`src/rtl/ram_port_arbiter.sv`:
```
// Round-robin arbiter and sequencer granting a single-port 64x8 RAM to two
// requesters; every transaction runs IDLE -> ACCESS -> ACK.
module ram_port_arbiter #(
    parameter int DATA_W = 8,
    parameter int ADDR_W = 6
) (
    input  logic              clk,
    input  logic              rst_n,
    input  logic              a_req,
    input  logic              a_we,
    input  logic [ADDR_W-1:0] a_addr,
    input  logic [DATA_W-1:0] a_wdata,
    output logic              a_ack,
    output logic [DATA_W-1:0] a_rdata,
    input  logic              b_req,
    input  logic              b_we,
    input  logic [ADDR_W-1:0] b_addr,
    input  logic [DATA_W-1:0] b_wdata,
    output logic              b_ack,
    output logic [DATA_W-1:0] b_rdata,
    output logic [DATA_W-1:0] ram_data_in,
    output logic [ADDR_W-1:0] ram_addr,
    output logic              ram_mode,
    input  logic [DATA_W-1:0] ram_data_out,
    output logic              busy
);

    typedef enum logic [1:0] {
        IDLE   = 2'd0,
        ACCESS = 2'd1,
        ACK    = 2'd2
    } state_t;

    state_t            state;
    state_t            state_nxt;
    logic              last;
    logic              owner;
    logic              cmd_we;
    logic [ADDR_W-1:0] cmd_addr;
    logic [DATA_W-1:0] cmd_wdata;
    logic [DATA_W-1:0] a_rd_q;
    logic [DATA_W-1:0] b_rd_q;
    logic              any_req;
    logic              grant_b;

    // last = 1 means A was served last... inverted: last = 0 -> A served last, B wins a tie
    always_comb begin
        any_req = a_req | b_req;
        grant_b = b_req & (~a_req | ~last);
    end

    always_comb begin
        state_nxt = state;
        case (state)
            IDLE:    if (any_req) state_nxt = ACCESS;
            ACCESS:  state_nxt = ACK;
            ACK:     state_nxt = IDLE;
            default: state_nxt = IDLE;
        endcase
    end

    always_ff @(posedge clk) begin
        if (!rst_n) state <= IDLE;
        else        state <= state_nxt;
    end

    always_ff @(posedge clk) begin
        if (!rst_n) begin
            last      <= 1'b1;
            owner     <= 1'b0;
            cmd_we    <= 1'b0;
            cmd_addr  <= '0;
            cmd_wdata <= '0;
            a_rd_q    <= '0;
            b_rd_q    <= '0;
        end else begin
            if (state == IDLE && any_req) begin
                owner     <= grant_b;
                cmd_we    <= grant_b ? b_we    : a_we;
                cmd_addr  <= grant_b ? b_addr  : a_addr;
                cmd_wdata <= grant_b ? b_wdata : a_wdata;
            end
            if (state == ACCESS) begin
                last <= owner;
                if (!cmd_we) begin
                    if (owner) b_rd_q <= ram_data_out;
                    else       a_rd_q <= ram_data_out;
                end
            end
        end
    end

    // Write strobe is gated with rst_n so a reset in ACCESS aborts the write.
    always_comb begin
        ram_mode    = rst_n & (state == ACCESS) & cmd_we;
        ram_addr    = cmd_addr;
        ram_data_in = cmd_wdata;
        a_ack       = (state == ACK) & ~owner;
        b_ack       = (state == ACK) & owner;
        a_rdata     = a_rd_q;
        b_rdata     = b_rd_q;
        busy        = (state != IDLE);
    end

endmodule
```
`config.mk`:
```
export PLATFORM = sky130hd
export DESIGN_NAME = ram_port_arbiter
export DESIGN_NICKNAME = d
export VERILOG_FILES = /design/src/rtl/ram_port_arbiter.sv
export SDC_FILE = /design/constraint.sdc
export NUM_CORES = 1
export LEC_CHECK = 0
export CORE_UTILIZATION = 35
export DETAILED_ROUTE_END_ITERATION = 16
export PLACE_DENSITY = 0.8
export SYNTH_ARGS = -nofsm -noshare
export SYNTH_HDL_FRONTEND = slang
export SYNTH_SLANG_ARGS = --single-unit
```
`constraint.sdc`:
```
create_clock -name clk -period 1.5 [get_ports clk]
set_clock_uncertainty 0.2 [all_clocks]
set_input_delay 0.3 -clock clk [delete_from_list [all_inputs] [get_ports clk]]
set_output_delay 0.3 -clock clk [all_outputs]
set_load 0.005 [all_outputs]
```
Word-level counts from Yosys, hierarchy flattened --
Cells that the tools add are included.
Storage, ports and cells: register bits after elaboration 35, input port bits 42, output and inout port bits 34, word-level logic and storage cells 32
Cells by class: equal/unequal tests 3, bitwise operators 11, muxes and demuxes 5, reduce and logical (&&, ||, !) cells 5
Operators with widths (number):
- $mux W8 | 1
- $mux W6 | 1
- $reduce_and A3 Y1 | 2
- $and A1 B1 Y1 | 5
- $not A1 Y1 | 4
- $pmux W2 S2 | 1
- $eq A2 B1 Y1 const B | 1
- $eq A2 B2 Y1 const B | 1
- $logic_not A2 Y1 | 1
- $mux W2 | 1
- $ne A2 B2 Y1 const B | 1
- $or A1 B1 Y1 | 2
- $reduce_bool A2 Y1 | 1
- $logic_and A1 B1 Y1 | 1
- $mux W1 | 1

Depth between registers and ports, before layout --
depth after elaboration 4, gate-level depth with buffers 5, depth with buffers taken out 4

Least setup slack after synthesis --
OpenSTA, ideal clock, no wires.
path kind flip-flop to flip-flop, start point register owner, end point register a_rd_q[5], in the netlist a_rdata[5], required time 1.185 ns, path slack -0.037 ns, stages on the path, launching flop included 6, clock period less this slack 1.537 ns, arrival time 1.222 ns, buffers on the path 2, setup time 0.115 ns, path through dfxtp_1 or4b_1 buf_2 buf_6 nand3_2 o21ai_2
On the way: word-level cells in the longest chain between the ends 2
Ends and longest elaborated chain:
- from (decl) | RTL line 37 | logic owner;
- from (signal assigned) | RTL line 78 | owner <= grant_b;
- $not A1 Y1
- $reduce_and A3 Y1 (no line)
- to (signal assigned) | RTL line 87 | else a_rd_q <= ram_data_out;
- to (decl) | RTL line 41 | logic [DATA_W-1:0] a_rd_q;
Every way passes these cells. A chain may end at the register's enable or synchronous reset.

Worst setup path after layout --
start point register state[1], end point register a_rd_q[4], in the netlist a_rdata[4]
On the way: word-level cells in the longest chain between the ends 2
Ends and longest elaborated chain:
- from (decl) | RTL line 34 | state_t state;
- from (signal assigned) | RTL line 64 | else state <= state_nxt;
- $eq A2 B1 Y1 | RTL line 83 | if (state == ACCESS) begin
- $reduce_and A3 Y1 (no line)
Every way passes these cells.

==> results by group <==
Floorplanning
  – Row count: 23
  – Die X: 66.65 um
  – Floorplan core area: 4000 sq um
  – Die Height: 66.65 um
  – Starting utilization of the core area: 36.57%
  – I/O pin total: 76
  – Total die area: 4442 sq um

Clock tree
  – Clock buffer count from CTS: 5
  – Clock latency at the later pin of the worst-skew pair: 280 ps
  – Register clock-pin slew on the reported worst setup and hold paths: 70 ps
  – Total number of clock tree sinks: 35
  – Longest Clk Path Bufs: 2
  – Number of hold buffers added after cts: 0
  – Clock root buffer: clkbuf_8
  – CTS tree: yes
  – H-tree Lvls: 2

Power
  – Net switching component of the power: 0.6575 mW
  – Total power after layout: 2.697 mW
  – Relative contribution of the clock network to total power: 37.7%
  – LEAKAGE: 1.194 nW
  – Sequential Power Share: 38.9%
  – Relative contribution of combinational cells to total power: 23.4%
  – Switching share of power: 24.38%
  – Max IR drop VDD: 0.0008235 V
  – Internal cell power: 2.040 mW
  – Power per Cell Area: 993.0 nW/um^2

Run status
  – Violations in the final reports: setup timing
  – Run status: complete, but fails checks

Cells and area
  – Area growth, synth to finish: 85.71%
  – Net count of the finished layout: 310
  – Ratio of cells with drive above 1 in the final layout: 31.97%
  – Finished Cell Area: 2716 sq um
  – Number of fill cells: 323
  – Diodes inserted: 0

Worst setup path
  – Kind of critical path: reg -> reg
  – Worst-case register-to-register setup slack: -140 ps
  – Kind of launch point of the worst setup path: register
  – RR Startpoint: state[1]
  – Critical Path Max Stage Delay: 560 ps
  – Critical path's slowest cell: or4b_4
  – Reg2Reg Depth: 5
  – WP data arrival: 1620 ps
  – Crit path cell chain: buf_6 > or4b_4 > buf_8 > nand3_2 > o21ai_2
  – Critical path data required time: 1480 ps
  – Kind of capture point of the worst setup path: register
  – Maximum fanout encountered on the critical timing path: 8
  – Reg-to-reg endpoint: a_rdata[4]

Place
  – Total placed instance area: 2419 sq um
  – Final RePlAce weighted congestion: 0.7904
  – Buffers on Ports: 75
  – Half-perimeter wire length after detailed placement: 2936 um

Global routing
  – Initial antenna violation count: 0
  – Number of global-route vias before repair: 1509
  – Total overflow reported by the global router: 0
  – Total GRT Usage: 20.24%
  – Wire length of the first global-routing pass: 6672 um
  – Pin count of the biggest net entering global routing: 28

STA
  – Max_slew headroom: 79.42%
  – Maximum clock frequency: 0.6114 GHz
  – Slack of the critical path: -135.7 ps
  – RSZ-0062 raised after global routing: yes
  – Worst-margin pin slew: 308.7 ps
  – Worst hold-check slack: 261.6 ps
  – Total negative slack for setup checks: -1270 ps
  – Final cycle utilization of the critical path: 109.0%
  – Final worst path period need: 1636 ps
  – Final-report hold violation count: 0
  – Final setup violation count: 12
  – Final number of max-transition violations: 0

Synth
  – Per-instance average area after synthesis: 8.604 sq um
  – Top post-synthesis cells by count: nand2_1, dfxtp_1, a21oi_1
  – Ranking of synthesized cells by area: dfxtp_1, nand2_1, a311oi_1
  – Most area-hungry cell type in the Yosys netlist: dfxtp_1
  – Leading cell type by number of instances after synthesis: nand2_1
  – Synthesized instance count: 170
  – Leading register cell type out of synthesis: dfxtp_1
  – Netlist area before placement: 1463 sq um
  – Fraction of synthesized cell area taken by the top area cell type: 47.90%
  – Number of enable flip-flop cells after synthesis: 0
  – Proportion of synthesized flip-flops having asynchronous set or reset: 0%
  – Number of library cell types mapped by synthesis: 28
  – Sequential-to-total area share from yosys stat: 47.90%
  – Total nets after synthesis: 212
  – Yosys reg bits: 35
  – Synthesis Warnings: 0

Route
  – Routed Antenna Nets: 0
  – Initial drt markers: 68
  – DR vias/cell: 4.950
  – Total detailed-routing wirelength: 4169 um
  – WL/cell: 13.07 um
  – Post-route DRC violation count: 0
  – Count of vias placed by the detailed router: 1579
  – Number of iterations in the first detailed-routing pass: 4

Min path
  – Hold crit path type: reg -> reg
  – Worst hold path cell count: 2
  – Sink of the worst hold path: a_rdata[0]
  – Worst Hold Launch: a_rdata[0]

Job
  – Reported max-cap violation count: 0
## registers in the layout (all words and copies together), names as in the netlist
name,flops
a_rdata,8
b_rdata,8
ram_data_in,8
ram_addr,6
state,2
cmd_we,1
last,1
owner,1
## power groups by stage
stage | clock [mW] | sequential, mW | combinational (mW)
finish | 1.02 | 1.05 | 0.631
global route | 1.07 | 1.06 | 0.688
CTS | 1.03 | 1.05 | 0.594
detailed placement | 0 | 1.07 | 0.582
global placement | 0 | 1.06 | 0.573
floorplan | 0 | 1.07 | 0.223
## final cells by class
type / instances / area (sq um) / share of cell area (%)
Inverter: 2 / 7.507 / 0.2764
Timing Repair Buffer: 105 / 1006 / 37.03
Tap cell: 50 / 62.56 / 2.303
Sequential cell: 35 / 720.7 / 26.53
Multi-Input combinational cell: 119 / 783.3 / 28.83
Clock inverter: 3 / 67.56 / 2.487
Clock buffer: 5 / 68.82 / 2.533
## stage by stage
step / util, % / cells / setup slack, ps
finish: 67.91 / 319 / -135.7
global route: 67.91 / 319 / -159.4
CTS: 66.09 / 318 / -130.5
detailed placement: 60.46 / 306 / -442.7
global placement: 60.46 / 306 / -438.4
floorplan: - / 170 / -34.75
## critical path, delay by kind of cell (launching register included)
family,cells,cell delay [ps]
AO/OA/AOI/OAI,1,50
buffers and inverters,2,300
flip-flops,1,360
AND/OR/NAND/NOR,2,620
## cell usage in the layout (no fill, tap or decap), types with 2 or more instances in the layout
master	instances
dlygate4sd2_1	33
buf_12	2
clkbuf_8	5
clkdlybuf4s50_1	38
dfxtp_2	13
nor2_4	2
a311oi_1	10
buf_4	19
a21oi_1	16
o21ai_2	8
nand3_2	8
nand2_1	39
o21ai_0	8
dfxtp_1	21
nand3_1	9
buf_6	9
a311oi_2	5
bufinv_16	2
buf_2	2
## timing repair
item | CTS | global route
resized for setup | 81 | 14
endpoints found under the setup margin | 58 | 26
buffers inserted | 3 | 1
gates cloned | 1 | 0
pin swaps | 7 | 5
## per-layer routing
| metal | track usage (%) | part of all wire (%) | up-vias | routed length [um] |
|---|---|---|---|---|
| met5 | 0 | 0 | - | 0 |
| met4 | 6.383 | 0.96 | 0 | 40 |
| met3 | 7.705 | 8.3 | 4 | 344 |
| met2 | 36.36 | 50 | 55 | 2083 |
| met1 | 21.52 | 41 | 716 | 1699 |
| li1 | - | - | 804 | - |
## worst max path at each step
stage | startpoint | to | slack, ps | cells after the start
after floorplan | owner | a_rdata[5] | -30 | 5
after global placement | rst_n | ram_mode | -440 | 3
after detailed placement | rst_n | ram_mode | -440 | 3
after CTS | state[1] | a_rdata[2] | -130 | 5
after global routing | state[1] | a_rdata[0] | -160 | 5
final | state[1] | a_rdata[4] | -140 | 5
## cells by family after synthesis
kind of cell | synth area share [%]
simple gates | 22.24
compound gates | 23.78
flops | 47.90
buf+inv | 5.389
mux | 0.6844
(Power assumes the default switching activity.)
